$ cat config.mk
export PLATFORM = sky130hd
export DESIGN_NAME = mem_arbiter_flat
export DESIGN_NICKNAME = d
export VERILOG_FILES = /design/src/rtl/mem_arbiter_if.sv /design/src/rtl/mem_arbiter.sv /design/src/flat_wrapper.sv
export SDC_FILE = /design/constraint.sdc
export NUM_CORES = 1
export LEC_CHECK = 0
export CELL_PAD_IN_SITES_DETAIL_PLACEMENT = 1
export CELL_PAD_IN_SITES_GLOBAL_PLACEMENT = 1
export CORE_AREA = 5 5 619 621
export DETAILED_ROUTE_END_ITERATION = 7
export DIE_AREA = 0 0 624 626
export PLACE_DENSITY_LB_ADDON = 0.12
export SKIP_CTS_REPAIR_TIMING = 1
export SLEW_MARGIN = 25
export SYNTH_ARGS = -nofsm -noshare
export SYNTH_HDL_FRONTEND = slang
export SYNTH_SLANG_ARGS = --single-unit
$ cat constraint.sdc
create_clock -name clk -period 5.1 [get_ports clk]
set_clock_uncertainty 0.2 [all_clocks]
set_input_delay 0.765 -clock clk [delete_from_list [all_inputs] [get_ports clk]]
set_output_delay 0.765 -clock clk [all_outputs]
set_load 0.02 [all_outputs]
$ cat src/rtl/mem_arbiter_if.sv
// mem_arbiter_if: bundles the two cache-client ports and the main-memory line
// port that mem_arbiter sits between.
//   Client side : c_rd_req/c_wr_req/c_addr/c_wr_line in, c_rd_line/c_gnt out
//   Memory side : mem_addr/mem_rd_req/mem_wr_req/mem_wr_line out,
//                 mem_rd_line/mem_gnt in
//   Status      : grant_cnt, completed transactions per client
// slave  : used by the arbiter itself
// master : used by whatever drives the clients and models main memory
interface mem_arbiter_if #(
    parameter int LINE_ADDR_LEN = 3,
    parameter int ADDR_LEN      = 10,
    parameter int CNT_W         = 16
);
    localparam int LINE_W = 32 * (1 << LINE_ADDR_LEN);

    logic [1:0]          c_rd_req;
    logic [1:0]          c_wr_req;
    logic [ADDR_LEN-1:0] c_addr    [2];
    logic [LINE_W-1:0]   c_wr_line [2];
    logic [LINE_W-1:0]   c_rd_line [2];
    logic [1:0]          c_gnt;

    logic [ADDR_LEN-1:0] mem_addr;
    logic                mem_rd_req;
    logic                mem_wr_req;
    logic [LINE_W-1:0]   mem_wr_line;
    logic [LINE_W-1:0]   mem_rd_line;
    logic                mem_gnt;

    logic [CNT_W-1:0]    grant_cnt [2];

    modport slave (
        input  c_rd_req, c_wr_req, c_addr, c_wr_line, mem_rd_line, mem_gnt,
        output c_rd_line, c_gnt, mem_addr, mem_rd_req, mem_wr_req, mem_wr_line,
               grant_cnt
    );

    modport master (
        output c_rd_req, c_wr_req, c_addr, c_wr_line, mem_rd_line, mem_gnt,
        input  c_rd_line, c_gnt, mem_addr, mem_rd_req, mem_wr_req, mem_wr_line,
               grant_cnt
    );
endinterface

$ cat src/rtl/mem_arbiter.sv
// mem_arbiter: shares the single main-memory line port between the I-cache
// (client 0) and the D-cache (client 1). One transaction at a time, chosen
// round-robin; the owner's request is forwarded, mem_gnt is routed back to the
// owner only, and each client's last read line is held locally.
// Ports:
//   clk  - clock
//   rst  - synchronous active-high reset
//   bus  - mem_arbiter_if.slave (client ports, memory port, grant counters)
module mem_arbiter #(
    parameter int LINE_ADDR_LEN = 3,
    parameter int ADDR_LEN      = 10,
    parameter int CNT_W         = 16
) (
    input  logic           clk,
    input  logic           rst,
    mem_arbiter_if.slave   bus
);
    localparam int LINE_W = 32 * (1 << LINE_ADDR_LEN);

    typedef enum logic {
        IDLE = 1'b0,
        BUSY = 1'b1
    } state_t;

    state_t              r_state;
    logic                r_owner;
    logic                r_prio;
    logic [LINE_W-1:0]   r_rd_line   [2];
    logic [CNT_W-1:0]    r_grant_cnt [2];

    logic [1:0]          w_req;
    logic                w_owner_wr;
    logic                w_owner_rd;
    logic [ADDR_LEN-1:0] w_mem_addr;
    logic [LINE_W-1:0]   w_mem_wr_line;
    logic                w_mem_rd_req;
    logic                w_mem_wr_req;
    logic [1:0]          w_gnt;

    assign w_req      = bus.c_rd_req | bus.c_wr_req;
    // A simultaneous read+write from one client is treated as a write only.
    assign w_owner_wr = bus.c_wr_req[r_owner];
    assign w_owner_rd = bus.c_rd_req[r_owner] & ~w_owner_wr;

    // Memory-side request and client grant follow the owner combinationally
    // while BUSY; everything is forced low in IDLE so requests drop between
    // transactions.
    always_comb begin
        w_mem_addr    = '0;
        w_mem_wr_line = '0;
        w_mem_rd_req  = 1'b0;
        w_mem_wr_req  = 1'b0;
        w_gnt         = '0;
        if (r_state == BUSY) begin
            w_mem_addr     = bus.c_addr[r_owner];
            w_mem_wr_line  = bus.c_wr_line[r_owner];
            w_mem_wr_req   = w_owner_wr;
            w_mem_rd_req   = w_owner_rd;
            w_gnt[r_owner] = bus.mem_gnt;
        end
    end

    assign bus.mem_addr     = w_mem_addr;
    assign bus.mem_wr_line  = w_mem_wr_line;
    assign bus.mem_rd_req   = w_mem_rd_req;
    assign bus.mem_wr_req   = w_mem_wr_req;
    assign bus.c_gnt        = w_gnt;
    assign bus.c_rd_line[0] = r_rd_line[0];
    assign bus.c_rd_line[1] = r_rd_line[1];
    assign bus.grant_cnt[0] = r_grant_cnt[0];
    assign bus.grant_cnt[1] = r_grant_cnt[1];

    always_ff @(posedge clk) begin
        if (rst) begin
            r_state <= IDLE;
            r_owner <= 1'b0;
            r_prio  <= 1'b0;
            for (int unsigned i = 0; i < 2; i++) begin
                r_rd_line[i]   <= '0;
                r_grant_cnt[i] <= '0;
            end
        end else begin
            case (r_state)
                IDLE: begin
                    if (|w_req) begin
                        r_state <= BUSY;
                        // Tie goes to r_prio; otherwise the lone requester.
                        r_owner <= (&w_req) ? r_prio : w_req[1];
                    end
                end
                BUSY: begin
                    if (bus.mem_gnt) begin
                        if (w_owner_rd)
                            r_rd_line[r_owner] <= bus.mem_rd_line;
                        r_grant_cnt[r_owner] <= r_grant_cnt[r_owner] + CNT_W'(1);
                        r_prio  <= ~r_owner;
                        r_state <= IDLE;
                    end else if (!w_req[r_owner]) begin
                        // Owner withdrew before completion: no grant, turn kept.
                        r_state <= IDLE;
                    end
                end
                default: r_state <= IDLE;
            endcase
        end
    end
endmodule
$ cat src/flat_wrapper.sv
// flat-port wrapper written by rule: the top's interface ports become plain ports
module mem_arbiter_flat 
#(
    parameter int LINE_ADDR_LEN = 3,
    parameter int ADDR_LEN      = 10,
    parameter int CNT_W         = 16
)
  (clk, rst, bus_c_rd_req, bus_c_wr_req, bus_c_addr, bus_c_wr_line, bus_mem_rd_line, bus_mem_gnt, bus_c_rd_line, bus_c_gnt, bus_mem_addr, bus_mem_rd_req, bus_mem_wr_req, bus_mem_wr_line, bus_grant_cnt);
  mem_arbiter_if #(.LINE_ADDR_LEN(LINE_ADDR_LEN), .ADDR_LEN(ADDR_LEN), .CNT_W(CNT_W)) bus_i ();
  input  logic clk;
  input  logic rst;
  input wire logic [$bits(bus_i.c_rd_req)-1:0] bus_c_rd_req;
  input wire logic [$bits(bus_i.c_wr_req)-1:0] bus_c_wr_req;
  input wire logic [$bits(bus_i.c_addr)-1:0] bus_c_addr;
  input wire logic [$bits(bus_i.c_wr_line)-1:0] bus_c_wr_line;
  input wire logic [$bits(bus_i.mem_rd_line)-1:0] bus_mem_rd_line;
  input wire logic [$bits(bus_i.mem_gnt)-1:0] bus_mem_gnt;
  output wire logic [$bits(bus_i.c_rd_line)-1:0] bus_c_rd_line;
  output wire logic [$bits(bus_i.c_gnt)-1:0] bus_c_gnt;
  output wire logic [$bits(bus_i.mem_addr)-1:0] bus_mem_addr;
  output wire logic [$bits(bus_i.mem_rd_req)-1:0] bus_mem_rd_req;
  output wire logic [$bits(bus_i.mem_wr_req)-1:0] bus_mem_wr_req;
  output wire logic [$bits(bus_i.mem_wr_line)-1:0] bus_mem_wr_line;
  output wire logic [$bits(bus_i.grant_cnt)-1:0] bus_grant_cnt;
  assign bus_i.c_rd_req = bus_c_rd_req;
  assign bus_i.c_wr_req = bus_c_wr_req;
  assign bus_i.c_addr = {>>{bus_c_addr}};
  assign bus_i.c_wr_line = {>>{bus_c_wr_line}};
  assign bus_i.mem_rd_line = bus_mem_rd_line;
  assign bus_i.mem_gnt = bus_mem_gnt;
  assign bus_c_rd_line = {>>{bus_i.c_rd_line}};
  assign bus_c_gnt = bus_i.c_gnt;
  assign bus_mem_addr = bus_i.mem_addr;
  assign bus_mem_rd_req = bus_i.mem_rd_req;
  assign bus_mem_wr_req = bus_i.mem_wr_req;
  assign bus_mem_wr_line = bus_i.mem_wr_line;
  assign bus_grant_cnt = {>>{bus_i.grant_cnt}};
  mem_arbiter #(.LINE_ADDR_LEN(LINE_ADDR_LEN), .ADDR_LEN(ADDR_LEN), .CNT_W(CNT_W)) u_core (.clk(clk), .rst(rst), .bus(bus_i));
endmodule
**After elaboration in Yosys (flattened, before gate mapping)**

Memories as Yosys holds them, arrays and structs flattened. A register that Yosys moved wholly into a read port is not among the register bits.
Index checks and enable logic that the tools add are counted.

- Register bits after elaboration: 3
- RAM bits: 544
- Input port bits: 795
- Output and inout port bits: 814
- Logic and storage cells: 66
- Memories kept: 2

Memories:

| memory | depth | width | rd ports | clocked after Yosys merged registers in | write ports | line | text |
|---|---|---|---|---|---|---|---|
| u_core.r_rd_line | 2 | 256 | 2 | 0 | 2 | mem_arbiter.sv:28 | `logic [LINE_W-1:0] r_rd_line [2];` |
| u_core.r_grant_cnt | 2 | 16 | 3 | 1 | 2 | mem_arbiter.sv:29 | `logic [CNT_W-1:0] r_grant_cnt [2];` |

- $add $sub $neg: 1
- Magnitude comparators: 3
- Mux-type cells: 43
- Bitwise logic cells: 7
- Reductions and logical operators: 7

Operators by type and width:

| cell | count |
|---|---|
| $mux 256 | 5 |
| $reduce_or 256->1 | 1 |
| $mux 10 | 4 |
| $mux 1 | 30 |
| $add 16x1->16 const B | 1 |
| $mux 16 | 1 |
| $reduce_or 16->1 | 1 |
| $reduce_and 2->1 | 3 |
| $not 1->1 | 3 |
| $and 2x2->2 | 1 |
| $ge 2x2->1 const B | 1 |
| $lt 1x2->1 const B | 1 |
| $mux 2 | 1 |
| $not 1->2 | 1 |
| $or 2x2->2 | 1 |
| $pmux 1 s2 | 1 |
| $reduce_or 2->1 | 1 |
| $and 1x1->1 | 1 |
| $demux 1 s1 | 1 |
| $ge 1x1->1 const B | 1 |
| $logic_and 1x1->1 | 1 |

**Depth between registers and ports, before layout**

Gate-level depths: netlist of run 1.

- Depth after elaboration: 11
- Mapped depth: 9
- Mapped depth without buffers: 6

**Worst setup path before layout of run 1**

Ideal clock, no wire load.

- Path type: input-to-reg
- Start point: input bus_mem_gnt
- End point: memory u_core.r_rd_line[1][0] (netlist bit), enable pin
- Library setup time: 0.511 ns
- Data arrival time: 4.676 ns
- Data required time: 4.389 ns
- Slack: -0.287 ns
- Stages: 6
- Path buffers: 2
- Cells stage by stage: and3_1 nand2b_1 buf_2 nor2_4 buf_2 or2_2

RTL lines:

| item | line | text |
|---|---|---|
| from (decl) | flat_wrapper.sv:17 | `input wire logic [$bits(bus_i.mem_gnt)-1:0] bus_mem_gnt;` |
| to (decl) | mem_arbiter.sv:28 |  |

**Worst setup path in the final report of run 1**

- Start point: register u_core.r_owner
- End point: output bus_mem_wr_line[26]

- Cells in the longest elaborated chain, start to end: 5

RTL lines:

| item | line | text |
|---|---|---|
| from (decl) | mem_arbiter.sv:26 | `logic r_owner;` |
| from (signal assigned) | mem_arbiter.sv:88 | `r_owner <= (&w_req) ? r_prio : w_req[1];` |
| $not 1->2 (not written as such) | mem_arbiter.sv:56 | `w_mem_wr_line = bus.c_wr_line[r_owner];` |
| $mux 256 (not written as such) (3 in a row) | mem_arbiter.sv:56 |  |
| $mux 256 | mem_arbiter.sv:54 | `if (r_state == BUSY) begin` |
| to (decl) | flat_wrapper.sv:23 | `output wire logic [$bits(bus_i.mem_wr_line)-1:0] bus_mem_wr_line;` |

No other way between the ends. The select of a mux whose other input is x is not followed.

==> summary.txt, run 1 <==
Floorplan
  • Die H: 626 um
  • Initial Util: 0.0677
  • Area of the die: 391000 um2
  • I/O Pins: 1609
  • Die width: 624 um
  • Core Region: 377000 um2
  • Site row count: 226

Yosys
  • Largest family of logic cells by synthesized area: simple AND/OR/NAND/NOR gates
  • Cell area after synthesis: 25600 um2
  • Mean post-synth cell area: 13.8 um2
  • YS warnings: 0
  • XOR/XNOR share of the synthesized area: 0.00206
  • #FFs+latches synth: 548
  • Number of enable flip-flop cells after synthesis: 544
  • Post-Synthesis Cells: 1855
  • Dominant register cell in the synthesized netlist: edfxtp_1
  • Sequential share of the synthesized area: 0.642
  • Share of synthesized flip-flops with an asynchronous set or reset: 0
  • Simple-gate share of the synthesized area: 0.209
  • Complex-gate fraction of the synthesized area: 0.00891
  • Distinct cells, synth: 46
  • Adder-cell share of the synthesized area: 0.000490
  • Mux cell area share after synthesis: 0.113
  • Syn_nets: 2651

Status
  • Status: complete, no violations

Drt
  • Vias: 21879
  • Avg WL per Cell: 27.2 um
  • Post-DRT Antenna Nets: 0
  • DRC: 0
  • Vias per Instance: 2.54
  • Pre-antenna DRT Iters: 4
  • Detailed Route Iter0 Violations: 760
  • Routed WL: 234000 um

Placement
  • Placed Instances: 8419
  • IO buf count: 1608
  • Post-DP HPWL: 203000 um
  • GP Congestion: 0.780

Clocking
  • Max H-tree Level: 3
  • TritonCTS clock tree: done
  • CTS Buffer Depth: 3
  • Clock Pin Slew Worst Setup and Hold Paths: 60 ps
  • Clock sink count: 548
  • Root Buffer: clkbuf_16
  • Number of buffers created by CTS: 75
  • Worst skew pair latency: 650 ps

STA
  • FMAX: 221 MHz
  • Fin. max-slew vios: 0
  • Slew headroom: 0.296
  • Final setup fails: 0
  • Setup TNS: 0 ps
  • RSZ-0062 raised after global routing: false
  • Final period utilization: 0.885
  • Min Tclk post-route: 4520 ps
  • Worst slew pin tran: 1060 ps
  • Final hold violation count: 0

Min path
  • Hold path start: u_core.r_prio
  • Worst hold path class: flop to flop
  • Worst Hold Path Cells: 2

Worst setup path
  • Critical path capture point: bus_mem_wr_line[26]
  • Crit. End Element: primary output
  • CP Launch Point: u_core.r_owner
  • R2r worst-path depth: 7
  • Reg2reg start: u_core.r_owner
  • RR Endpoint: u_core.r_rd_line[1][174]
  • Crit-path max FO: 32
  • Crit path DAT: 3550 ps
  • CP Launch Type: flop
  • R2r setup slk: 1720 ps
  • Critical Path RT: 4140 ps
  • Crit Path Class: flop to primary output

Global routing
  • Initial antenna violation count: 155
  • First-pass GRT wire length: 288000 um
  • Grt ovf: 0
  • Vias in the first global route: 23873
  • Gr usage total: 0.114
  • Largest net degree at the start of global routing: 133

Layout
  • Ratio of cells with drive above 1 in the final layout: 0.0546
  • Area Overhead vs Synth: 97.7%
  • Fin cells: 8605
  • Commonest non-fill, non-tap cell in the layout: clkdlybuf4s50_1
  • Nets: 4276
  • Fill count: 43351
  • Commonest non-fill, non-tap cells in the layout: 1607 x clkdlybuf4s50_1, 544 x edfxtp_1, 512 x and2_1

Power
  • P_leak: 16.4 nW
  • Power Density: 263 nW/um2
  • Gate power share: 0.217
  • Internal: 9.45 mW
  • Switching Fraction: 0.289
  • Seq pwr share: 0.394
  • Clock Power Share: 0.389
  • Sw Pwr: 3.84 mW
  • Worst VDD drop: 215 uV

Flow run
  • Max-cap viol count: 0
## synthesized netlist by cell type, types with 3 or more instances
library cell / number / area, um2
edfxtp_1: 544 / 16300
and2_1: 512 / 3200
mux2i_1: 275 / 2750
nor2b_1: 268 / 1680
buf_2: 58 / 290
clkbuf_1: 35 / 131
nor2_1: 25 / 93.8
clkbuf_2: 23 / 115
mux2_2: 10 / 113
nor3b_1: 10 / 75.1
nand4_1: 8 / 50.1
a21oi_1: 6 / 30.0
buf_4: 6 / 45.0
nor3_1: 6 / 30.0
a31oi_1: 5 / 31.3
nand2_1: 5 / 18.8
xor2_1: 5 / 43.8
dfxtp_1: 4 / 80.1
inv_1: 4 / 15.0
nand3_1: 4 / 20.0
nand3b_1: 4 / 30.0
or2_2: 4 / 25.0
a211oi_1: 3 / 22.5
and3_1: 3 / 18.8
o21ai_0: 3 / 15.0
## sequential cells by signal, indices dropped and copies added (netlist names), named ones only
name / flops
u_core.r_grant_cnt: 32
u_core.r_owner: 1
u_core.r_prio: 1
u_core.r_rd_line: 512
u_core.r_state: 1
## how the worst min path moves through the flow
stage,to,slack [ps]
global route,u_core.r_prio,340
floorplan,u_core.r_prio,230
CTS,u_core.r_prio,280
detailed placement,u_core.r_prio,270
finish,u_core.r_prio,280
global placement,u_core.r_prio,270
## power by group through the flow
stage / clock (mW) / sequential, mW / combinational (mW)
2_1_floorplan: 0 / 5.54 / 0.721
3_3_place_gp: 0 / 5.34 / 3.03
3_5_place_dp: 0 / 5.34 / 3.03
4_1_cts: 5.46 / 5.25 / 3.03
5_1_grt: 5.60 / 5.26 / 3.04
6_report: 5.17 / 5.24 / 2.88
## metrics by stage
step                      power, mW  utilization  hold WS, ps  area [um2]  worst slack (ps)
after global placement         8.37        0.127          268       48100               572
after detailed placement       8.37        0.127          268       48100               760
after global routing           13.9        0.134          342       50400               389
after CTS                      13.7        0.134          283       50400               181
after floorplan                6.26            -          232       25600               997
final                          13.3        0.134          278       50500               585
## routing by layer
metal	vias up	GRT usage	share of wire
li1	9804	-	-
met1	10631	0.0922	0.28
met2	1008	0.253	0.61
met3	348	0.0386	0.072
met4	88	0.0230	0.027
met5	-	0	0.0025
## kinds of logic after synthesis
family / count (synthesis)
buffers and inverters: 129
AND/OR/NAND/NOR: 858
XOR/XNOR: 6
multiplexers: 287
AO/OA/AOI/OAI: 26
flip-flops: 548
adder cells (fa/ha/maj): 1
## final cells by class
cell class | instances | area [um2] | share of cell area
Timing Repair Buffer | 1673 | 16800 | 0.333
Sequential cell | 548 | 16400 | 0.325
Multi-Input combinational cell | 1178 | 8530 | 0.169
Tap cell | 5016 | 6280 | 0.124
Clock buffer | 96 | 2020 | 0.0400
Clock inverter | 33 | 287 | 0.00567
Antenna cell | 57 | 143 | 0.00282
Inverter | 4 | 15.0 | 0.000297
## worst max-delay path: stages, from the launching register on
cell and delay [ps]:
dfxtp_4 810, buf_4 340, mux2i_1 210, nor2b_1 660
clkdlybuf4s50_1 760
No activity file was read; power rests on OpenSTA's default activity.
==> inputs of run 2 (changes only) <==
--- a/config.mk
+++ b/config.mk
@@ -7,9 +7,9 @@
 export LEC_CHECK = 0
 export CELL_PAD_IN_SITES_DETAIL_PLACEMENT = 1
 export CELL_PAD_IN_SITES_GLOBAL_PLACEMENT = 1
-export CORE_AREA = 5 5 619 621
+export CORE_AREA = 5 5 618 620
 export DETAILED_ROUTE_END_ITERATION = 7
-export DIE_AREA = 0 0 624 626
+export DIE_AREA = 0 0 623 625
 export PLACE_DENSITY_LB_ADDON = 0.12
 export SKIP_CTS_REPAIR_TIMING = 1
 export SLEW_MARGIN = 25
==> constraint.sdc (replaced) <==
create_clock -name clk -period 5.6 [get_ports clk]
set_clock_uncertainty 0.2 [all_clocks]
set_input_delay 0.84 -clock clk [delete_from_list [all_inputs] [get_ports clk]]
set_output_delay 0.84 -clock clk [all_outputs]
set_load 0.02 [all_outputs]
==> summary.txt, run 2 (same netlist as run 1, synthesis figures left out) <==
Status
  • Status: complete, no violations

Layout
  • Reg with most FFs: u_core.r_rd_line
  • Commonest non-fill, non-tap cells in the layout: 1602 x clkdlybuf4s50_1, 544 x edfxtp_1, 512 x and2_1
  • Regs by FF count: u_core.r_rd_line: 512 flops, u_core.r_grant_cnt: 32 flops
  • Commonest non-fill, non-tap cell in the layout: clkdlybuf4s50_1
  • Area Overhead vs Synth: 97.5%
  • Max reg flops: 512
  • Core Util, Final: 0.135
  • Nets: 4268
  • Final instance area: 50500 um2
  • Ratio of cells with drive above 1 in the final layout: 0.0530
  • Fin cells: 8570

Floorplan
  • I/O Pins: 1609
  • Initial Util: 0.0682
  • Core Region: 375000 um2
  • Area of the die: 389000 um2
  • Die H: 625 um
  • Die width: 623 um
  • Site row count: 225

Worst setup path
  • Reg2reg start: u_core.r_owner
  • R2r worst-path depth: 7
  • WP depth: 5
  • Crit path DAT: 3540 ps
  • Crit-path max FO: 40
  • Crit Path Class: flop to primary output
  • CP Launch Type: flop
  • Worst path cell trace: buf_12 > buf_12 > mux2i_1 > nor2b_1 > clkdlybuf4s50_1
  • Critical Path RT: 4560 ps
  • Crit. End Element: primary output
  • Crit path largest cell delay: 830 ps
  • Critical path capture point: bus_mem_wr_line[73]
  • Buf/Inv on CP: 3
  • Top cell by count, worst path: buf_12
  • R2r setup slk: 1680 ps
  • CP max stage cell: dfxtp_4
  • CP Launch Point: u_core.r_owner
  • RR Endpoint: u_core.r_rd_line[1][66]
  • Delay-heaviest family, CP: buffers and inverters

Placement
  • IO buf count: 1608
  • Placed Instances: 8388
  • Post-DP HPWL: 200000 um
  • GP Congestion: 0.794
  • Placed Instance Area: 48000 um2
  • Dpl ws: 1060 ps

Min path
  • Worst hold path class: flop to flop
  • Worst Hold Path Cells: 2
  • Hold path start: u_core.r_prio

Global routing
  • Largest net degree at the start of global routing: 120
  • Vias in the first global route: 23858
  • First-pass GRT wire length: 289000 um
  • Initial antenna violation count: 142
  • Grt ovf: 0
  • Gr usage total: 0.115

STA
  • Setup TNS: 0 ps
  • Fin. max-slew vios: 0
  • FMAX: 218 MHz
  • PnR worst setup slack: 1020 ps
  • Worst slew pin tran: 975 ps
  • Final hold violation count: 0
  • Hold_ws: 288 ps
  • Slew headroom: 0.337
  • Final period utilization: 0.817
  • Final setup fails: 0
  • Min Tclk post-route: 4580 ps
  • RSZ-0062 raised after global routing: false

Drt
  • Routed WL: 234000 um
  • Pre-antenna DRT Iters: 4
  • Post-DRT Antenna Nets: 0
  • DRC: 0
  • Avg WL per Cell: 27.3 um
  • Vias per Instance: 2.54
  • Detailed Route Iter0 Violations: 738
  • Vias: 21797

Clocking
  • Worst skew pair latency: 670 ps
  • Clock Pin Slew Worst Setup and Hold Paths: 60 ps
  • Max H-tree Level: 3
  • Clock sink count: 548
  • CTS Buffer Depth: 3
  • Root Buffer: clkbuf_16
  • TritonCTS clock tree: done
  • Number of buffers created by CTS: 76

Flow run
  • Max-cap viol count: 0

Power
  • P_leak: 16.4 nW
  • Power, Total: 12.2 mW
  • Power Density: 243 nW/um2
  • Worst VDD drop: 189 uV
-- run 2: changes by cell type in the layout (fill, tap and decap cells not counted), sizes merged --
cell	before	now
diode	57	48
clkbuf	96	97
buf	66	62
clkinvlp	3	1
inv	6	7
clkdlybuf4s50	1607	1602
bufinv	3	5
clkinv	25	28
-- run 2: routing by layer --
layer	global-route usage	vias up	share of wire
li1	-	9792	-
met1	0.0979	10646	0.30
met2	0.251	972	0.61
met3	0.0400	305	0.074
met4	0.0142	82	0.015
met5	0	-	0.0024
-- run 2: layout make-up --
class / instances / area, um2
Fill cell: 43047 / 325000
Sequential cell: 548 / 16400
Multi-Input combinational cell: 1178 / 8530
Clock inverter: 37 / 415
Timing Repair Buffer: 1664 / 16700
Inverter: 4 / 15.0
Tap cell: 4994 / 6250
Antenna cell: 48 / 120
Clock buffer: 97 / 1980
-- run 2: how the worst min path moves through the flow --
stage	end	slack (ps)
CTS	u_core.r_prio	290
global route	u_core.r_prio	320
global placement	u_core.r_prio	270
finish	u_core.r_prio	290
detailed placement	u_core.r_prio	280
floorplan	u_core.r_prio	230
-- run 2: power by group --
group          leakage (nW)  total [mW]  internal [mW]  switching, mW
sequential             5.65        4.77           4.68         0.0955
combinational          9.60        2.62           1.24           1.38
clock                  1.15        4.85           2.76           2.09
-- run 2: worst reg2reg max path, stage by stage, from the launching register on --
cell and delay, ps:
dfxtp_4 830, buf_4 610, and3_1 310, nand2b_1 60, buf_4 220, nor2_4 160
or2_4 620, buf_12 530
